File: config.mk
export PLATFORM = sky130hd
export DESIGN_NAME = ysyx_24080014_regfile_csr
export DESIGN_NICKNAME = d
export VERILOG_FILES = /design/src/rtl/ysyx_24080014_regfile_csr_pkg.sv /design/src/rtl/ysyx_24080014_csr_unit.sv /design/src/rtl/ysyx_24080014_regfile_csr.sv
export SDC_FILE = /design/constraint.sdc
export NUM_CORES = 2
export LEC_CHECK = 0
export ABC_AREA = 1
export CAP_MARGIN = 5
export CORE_MARGIN = 5
export CORE_UTILIZATION = 23
export DETAILED_ROUTE_END_ITERATION = 8
export SLEW_MARGIN = 10
export SYNTH_ARGS = -nofsm -noshare
export SYNTH_HDL_FRONTEND = slang
export SYNTH_HIERARCHICAL = 1
export SYNTH_SLANG_ARGS = --single-unit
File: constraint.sdc
create_clock -name clk -period 2.7 [get_ports clk]
set_input_delay 0.81 -clock clk [delete_from_list [all_inputs] [get_ports clk]]
set_output_delay 0.81 -clock clk [all_outputs]
set_load 0.02 [all_outputs]
File: src/rtl/ysyx_24080014_regfile_csr_pkg.sv
// rtl/ysyx_24080014_regfile_csr_pkg.sv - shared constants and types for the regfile/CSR writeback block
package ysyx_24080014_regfile_csr_pkg;

    localparam logic [11:0] CSR_MSTATUS = 12'h300;
    localparam logic [11:0] CSR_MTVEC   = 12'h305;
    localparam logic [11:0] CSR_MEPC    = 12'h341;
    localparam logic [11:0] CSR_MCAUSE  = 12'h342;

    localparam logic [1:0] TRAP_NONE  = 2'b00;
    localparam logic [1:0] TRAP_ECALL = 2'b01;
    localparam logic [1:0] TRAP_MRET  = 2'b10;

    localparam int MSTATUS_MIE    = 3;
    localparam int MSTATUS_MPIE   = 7;
    localparam int MSTATUS_MPP_LO = 11;
    localparam int MSTATUS_MPP_HI = 12;

    // MPP = machine mode out of reset
    localparam logic [31:0] MSTATUS_RESET = 32'h0000_1800;

    typedef enum logic [1:0] {
        ST_IDLE     = 2'd0,
        ST_WAIT_MEM = 2'd1,
        ST_DONE     = 2'd2
    } wb_state_e;

endpackage

File: src/rtl/ysyx_24080014_csr_unit.sv
// rtl/ysyx_24080014_csr_unit.sv - machine CSR storage, trap entry/return update and next_pc select
module ysyx_24080014_csr_unit
    import ysyx_24080014_regfile_csr_pkg::*;
#(
    parameter int XLEN        = 32,
    parameter int ECALL_CAUSE = 11
) (
    input  logic            clk,
    input  logic            rst_n,
    input  logic            commit,
    input  logic            csr_we,
    input  logic [11:0]     csr_waddr,
    input  logic [XLEN-1:0] csr_wdata,
    input  logic [1:0]      trap_ctl,
    input  logic [XLEN-1:0] pc,
    input  logic [11:0]     csr_raddr,
    output logic [XLEN-1:0] csr_rdata,
    output logic [XLEN-1:0] next_pc
);

    logic [XLEN-1:0] mstatus_q, mstatus_d;
    logic [XLEN-1:0] mtvec_q, mtvec_d;
    logic [XLEN-1:0] mepc_q, mepc_d;
    logic [XLEN-1:0] mcause_q, mcause_d;

    logic is_ecall;
    logic is_mret;

    assign is_ecall = (trap_ctl == TRAP_ECALL);
    assign is_mret  = (trap_ctl == TRAP_MRET);

    always_comb begin
        mstatus_d = mstatus_q;
        mtvec_d   = mtvec_q;
        mepc_d    = mepc_q;
        mcause_d  = mcause_q;
        if (commit) begin
            if (csr_we) begin
                case (csr_waddr)
                    CSR_MSTATUS: mstatus_d = csr_wdata;
                    CSR_MTVEC:   mtvec_d   = {csr_wdata[XLEN-1:2], 2'b00};
                    CSR_MEPC:    mepc_d    = {csr_wdata[XLEN-1:2], 2'b00};
                    CSR_MCAUSE:  mcause_d  = csr_wdata;
                    default:     ;
                endcase
            end
            // Trap side effects override any explicit write to the same CSR
            if (is_ecall) begin
                mepc_d                                 = pc;
                mcause_d                               = XLEN'(ECALL_CAUSE);
                mstatus_d                              = mstatus_q;
                mstatus_d[MSTATUS_MPIE]                = mstatus_q[MSTATUS_MIE];
                mstatus_d[MSTATUS_MIE]                 = 1'b0;
                mstatus_d[MSTATUS_MPP_HI:MSTATUS_MPP_LO] = 2'b11;
            end else if (is_mret) begin
                mstatus_d               = mstatus_q;
                mstatus_d[MSTATUS_MIE]  = mstatus_q[MSTATUS_MPIE];
                mstatus_d[MSTATUS_MPIE] = 1'b1;
            end
        end
    end

    always_ff @(posedge clk or negedge rst_n) begin
        if (!rst_n) begin
            mstatus_q <= XLEN'(MSTATUS_RESET);
            mtvec_q   <= '0;
            mepc_q    <= '0;
            mcause_q  <= '0;
        end else begin
            mstatus_q <= mstatus_d;
            mtvec_q   <= mtvec_d;
            mepc_q    <= mepc_d;
            mcause_q  <= mcause_d;
        end
    end

    always_comb begin
        csr_rdata = '0;
        case (csr_raddr)
            CSR_MSTATUS: csr_rdata = mstatus_q;
            CSR_MTVEC:   csr_rdata = mtvec_q;
            CSR_MEPC:    csr_rdata = mepc_q;
            CSR_MCAUSE:  csr_rdata = mcause_q;
            default:     csr_rdata = '0;
        endcase
    end

    always_comb begin
        next_pc = pc + XLEN'(4);
        if (is_ecall) begin
            next_pc = mtvec_q;
        end else if (is_mret) begin
            next_pc = mepc_q;
        end
    end

endmodule

File: src/rtl/ysyx_24080014_regfile_csr.sv
// rtl/ysyx_24080014_regfile_csr.sv - writeback stage: retire handshake, GPR file with forwarding, CSR unit
module ysyx_24080014_regfile_csr
    import ysyx_24080014_regfile_csr_pkg::*;
#(
    parameter int XLEN        = 32,
    parameter int NREG        = 32,
    parameter int NRPORT      = 2,
    parameter int BYPASS      = 1,
    parameter int ECALL_CAUSE = 11,
    localparam int AW         = $clog2(NREG)
) (
    input  logic                   clk,
    input  logic                   rst_n,
    input  logic                   wb_valid,
    output logic                   wb_ready,
    input  logic                   wb_is_load,
    input  logic                   mem_ready,
    input  logic                   rd_we,
    input  logic [AW-1:0]          rd_addr,
    input  logic [XLEN-1:0]        rd_data,
    input  logic                   csr_we,
    input  logic [11:0]            csr_waddr,
    input  logic [XLEN-1:0]        csr_wdata,
    input  logic [1:0]             trap_ctl,
    input  logic [XLEN-1:0]        pc,
    input  logic [NRPORT*AW-1:0]   rs_addr,
    output logic [NRPORT*XLEN-1:0] rs_data,
    input  logic [11:0]            csr_raddr,
    output logic [XLEN-1:0]        csr_rdata,
    output logic [XLEN-1:0]        next_pc
);

    wb_state_e       state_q, state_d;
    logic            wb_ready_q, wb_ready_d;
    logic            commit;
    logic            gpr_wen;
    logic [XLEN-1:0] gpr_q [NREG];
    logic [XLEN-1:0] gpr_d [NREG];

    always_comb begin
        state_d = state_q;
        commit  = 1'b0;
        case (state_q)
            ST_IDLE: begin
                if (wb_valid) begin
                    if (!wb_is_load || mem_ready) begin
                        commit  = 1'b1;
                        state_d = ST_DONE;
                    end else begin
                        state_d = ST_WAIT_MEM;
                    end
                end
            end
            ST_WAIT_MEM: begin
                if (mem_ready) begin
                    commit  = 1'b1;
                    state_d = ST_DONE;
                end
            end
            ST_DONE:  state_d = ST_IDLE;
            default:  state_d = ST_IDLE;
        endcase
        // wb_ready is high exactly while in DONE, i.e. the cycle after commit
        wb_ready_d = commit;
    end

    assign gpr_wen = commit && rd_we && (rd_addr != '0);

    always_comb begin
        gpr_d = gpr_q;
        if (gpr_wen) begin
            gpr_d[rd_addr] = rd_data;
        end
    end

    always_ff @(posedge clk or negedge rst_n) begin
        if (!rst_n) begin
            state_q    <= ST_IDLE;
            wb_ready_q <= 1'b0;
            for (int i = 0; i < NREG; i++) begin
                gpr_q[i] <= '0;
            end
        end else begin
            state_q    <= state_d;
            wb_ready_q <= wb_ready_d;
            gpr_q      <= gpr_d;
        end
    end

    assign wb_ready = wb_ready_q;

    // x0 is never written, so reading it through the array always yields 0
    for (genvar k = 0; k < NRPORT; k++) begin : g_rd_port
        logic [AW-1:0] ra;
        logic          fwd;
        assign ra  = rs_addr[k*AW +: AW];
        assign fwd = (BYPASS != 0) && gpr_wen && (rd_addr == ra);
        assign rs_data[k*XLEN +: XLEN] = fwd ? rd_data : gpr_q[ra];
    end

    ysyx_24080014_csr_unit #(
        .XLEN        (XLEN),
        .ECALL_CAUSE (ECALL_CAUSE)
    ) u_csr_unit (
        .clk       (clk),
        .rst_n     (rst_n),
        .commit    (commit),
        .csr_we    (csr_we),
        .csr_waddr (csr_waddr),
        .csr_wdata (csr_wdata),
        .trap_ctl  (trap_ctl),
        .pc        (pc),
        .csr_raddr (csr_raddr),
        .csr_rdata (csr_rdata),
        .next_pc   (next_pc)
    );

endmodule
==> reports/metrics.csv <==
stage,metric,value,unit
floorplanning,die area,301300,µm²
global_route,vias in the first global route,65760,
critical_path,CP required,1890,ps
place,HPWL after detailed placement,185700,µm
power,power per cell area,567.7,nW/µm²
critical_path,"Max FO, Critical Path",8,
cells_and_area,Layout area overhead,32.86,%
detailed_routing,routed wire length,284900,µm
power,internal power,34.57,mW
outcome,status,finished with violations,
place,Port Buffers,272,
timing,setup_tns,-64140,ps
global_route,total track usage,18.13,%
clock_tree,CTS max path bufs,4,
detailed_routing,DR vias,69270,
timing,FMAX,0.2837,GHz
power,Worst VDD drop,0.0004271,V
logic_synthesis,Synth Instances,9672,
detailed_routing,Initial DRC Count,7243,
global_route,GR Overflow Total,0,
power,Clock power frac,38.1,%
clock_tree,CTS tree,yes,
timing,final worst setup slack,-824.5,ps
clock_tree,Num CTS Buffers,146,
timing,RSZ-0062 raised after global routing,true,
logic_synthesis,"Seq/Total Area, Yosys",43.21,%
power,leakage,39.96,nW
critical_path,startpoint types,flip-flop,
timing,Final min period,3524,ps
clock_tree,Skew-Pair Late Insertion Delay,850,ps
global_route,largest net degree at the start of global routing,97,
power,Power Total,50.38,mW
cells_and_area,most frequent cells in the layout,"nand2_1 (3868), nand3_1 (1844), dfrtp_1 (1151), o21ai_1 (554), buf_4 (452)",
floorplanning,row count,197,
clock_tree,H-tree lvl count,4,
cells_and_area,"most common cell after layout, fill and taps aside",nand2_1,
floorplanning,I/O pin cnt,273,
timing,# setup viols final,128,
cells_and_area,Finished Layout Cells,14080,
timing,Slew headroom,58.61,%
power,Switch Pwr,15.81,mW
detailed_routing,antenna-violating nets left,0,
timing,Final period util,130.5,%
logic_synthesis,"flops & latches, synth",1153,
logic_synthesis,Yosys warning total,6,
job,max cap viols,0,
clock_tree,CTS sink cnt,1153,
cells_and_area,Layout Nets,10240,
outcome,failing checks,"DRC, setup timing",
floorplanning,Die W,548.9,µm
detailed_routing,Via density,4.921,
timing,Slew @ Worst Pin,620.9,ps
timing,Fin. Hold Viols,0,
critical_path,crit path kind,flip-flop to primary output,
clock_tree,Clock Root Buffer,clkbuf_16,
min_path,worst hold path type,flip-flop to flip-flop,
power,Combinational Power Share,20.5,%
global_route,initial antenna violation count,5,
place,final RePlAce weighted congestion,0.9220,
detailed_routing,# DRC,4,
critical_path,crit end category,primary output,
timing,Final Max Tran Viols,0,
clock_tree,Clock Pin Slew Worst Setup and Hold Paths,60,ps
cells_and_area,ratio of cells with drive above 1 in the final layout,17.73,%
logic_synthesis,Synth cell types,45,
detailed_routing,DR WL/cell,20.24,µm
power,Reg power frac,41.4,%
logic_synthesis,Syn Nets,9819,
global_route,first-pass GRT wire length,427900,µm
critical_path,CP arrival,2710,ps
timing,Final Skew,58.78,ps
detailed_routing,drt first pass iters,9,
floorplanning,Starting Density,23.14,%
logic_synthesis,Mapped Area,66790,µm²
floorplanning,Die Y,548.9,µm
place,placed insts,13730,
power,sw frac,31.38,%
floorplanning,Core ar.,288600,µm²
logic_synthesis,Mapped Avg Cell Area,6.905,µm²
[metal layers]
layer,track usage [%],share of wire (%)
met5,0,0.0025
met4,9.794,6.4
met3,2.882,8.1
met2,29.54,46
met1,23.00,40
[worst paths after layout]
| path | end | slack [ps] | from | cells after the start |
|---|---|---|---|---|
| hold / removal | gpr_q[1021] | 400 | gpr_q[1021] | 0 |
| max in group asynchronous | gpr_q[870] | 1230 | rst_n | 4 |
| setup / recovery | rs_data[20] | -820 | state_q[1] | 12 |
| setup reg to reg | gpr_q[216] | 130 | state_q[1] | 13 |
| hold reg to reg | gpr_q[1021] | 400 | gpr_q[1021] | 0 |
| min in group asynchronous | gpr_q[400] | 510 | rst_n | 2 |
[cells in the mapped netlist, drive strengths merged]
library cell	n	share of area (%)
o21bai	27	0.30
dfrtp	1151	43
nand3	1990	15
nand4	37	0.37
clkbuf	430	2.4
nand3b	1	0.011
inv	287	1.6
nand2	4045	23
buf	418	3.6
xor2	5	0.066
nor3	14	0.24
ha	3	0.056
clkinv	2	0.011
o21ai	1068	8.5
and2	4	0.037
or2	2	0.019
nor2	123	0.85
o32ai	1	0.013
a21oi	42	0.32
o21a	13	0.15
o211ai	1	0.011
dfstp	2	0.079
xnor2	6	0.079
[power groups by stage]
stage / Sequential, mW / Combinational, mW / Clock [mW]
CTS: 20.8 / 10.1 / 19.6
floorplan: 20.6 / 5.66 / 0
global route: 21.1 / 11.3 / 20.2
finish: 20.9 / 10.3 / 19.2
global placement: 21.0 / 9.57 / 0
detailed placement: 21.1 / 9.69 / 0
[critical path, cell delays in order, from the launching register on]
cell and delay (ps):
dfrtp_1 400, inv_2 90, nand3_4 80, o21ai_4 230
nand2_8 130, nor2_8 170, buf_12 140, nand2_8 80
buf_12 170, buf_6 130, nand3_4 70, nand2_2 60
buf_6 130
[flip-flops by register name, indices dropped and copies added, names as in the netlist]
register / flops
gpr_q: 1024
u_csr_unit/mepc_q: 32
wb_ready: 1
u_csr_unit/mstatus_q: 32
state_q: 2
u_csr_unit/mcause_q: 32
u_csr_unit/mtvec_q: 30
[logic make-up (layout without fill, tap and decap cells)]
group,count (synthesis),after routing,synth area share [%]
AND/OR/NAND/NOR,6216,6216,39.62
adder cells (fa/ha/maj),3,3,0.05621
AO/OA/AOI/OAI,1152,1152,9.303
flip-flops,1153,1153,43.21
XOR/XNOR,11,11,0.1443
other,0,3,0
buffers and inverters,1137,1659,7.675
[through the flow]
step                      setup slack [ps]  hold WS (ps)  util, %  area [µm²]
after floorplan                     -150.7         441.9        -       67750
after detailed placement             -1388         390.8    27.95       80680
final                               -824.5         404.0    30.74       88730
after CTS                           -879.2         396.7    30.39       87720
after global placement               -1414         386.7    27.95       80680
after global routing                -925.1         414.1    30.74       88730
[cell type report]
class,count,area (µm²)
fillers,30540,199900
multi-input cells,7382,35290
flip-flops and latches,1153,28860
repair buffers,1123,13960
well taps,3880,4855
clock buffers,215,4225
inverters,289,1202
clock inverters,32,339.1
diodes,3,7.507
[repair_timing]
action                                   CTS  global route
endpoints found under the setup margin   149           137
pin swaps                                158           147
hold buffers                               1             0
cloned                                    20             7
gates resized for setup                 1249           236
hold endpoints to repair                   5             0
setup buffers                             58            34
No activity file was read; power rests on OpenSTA's default activity.
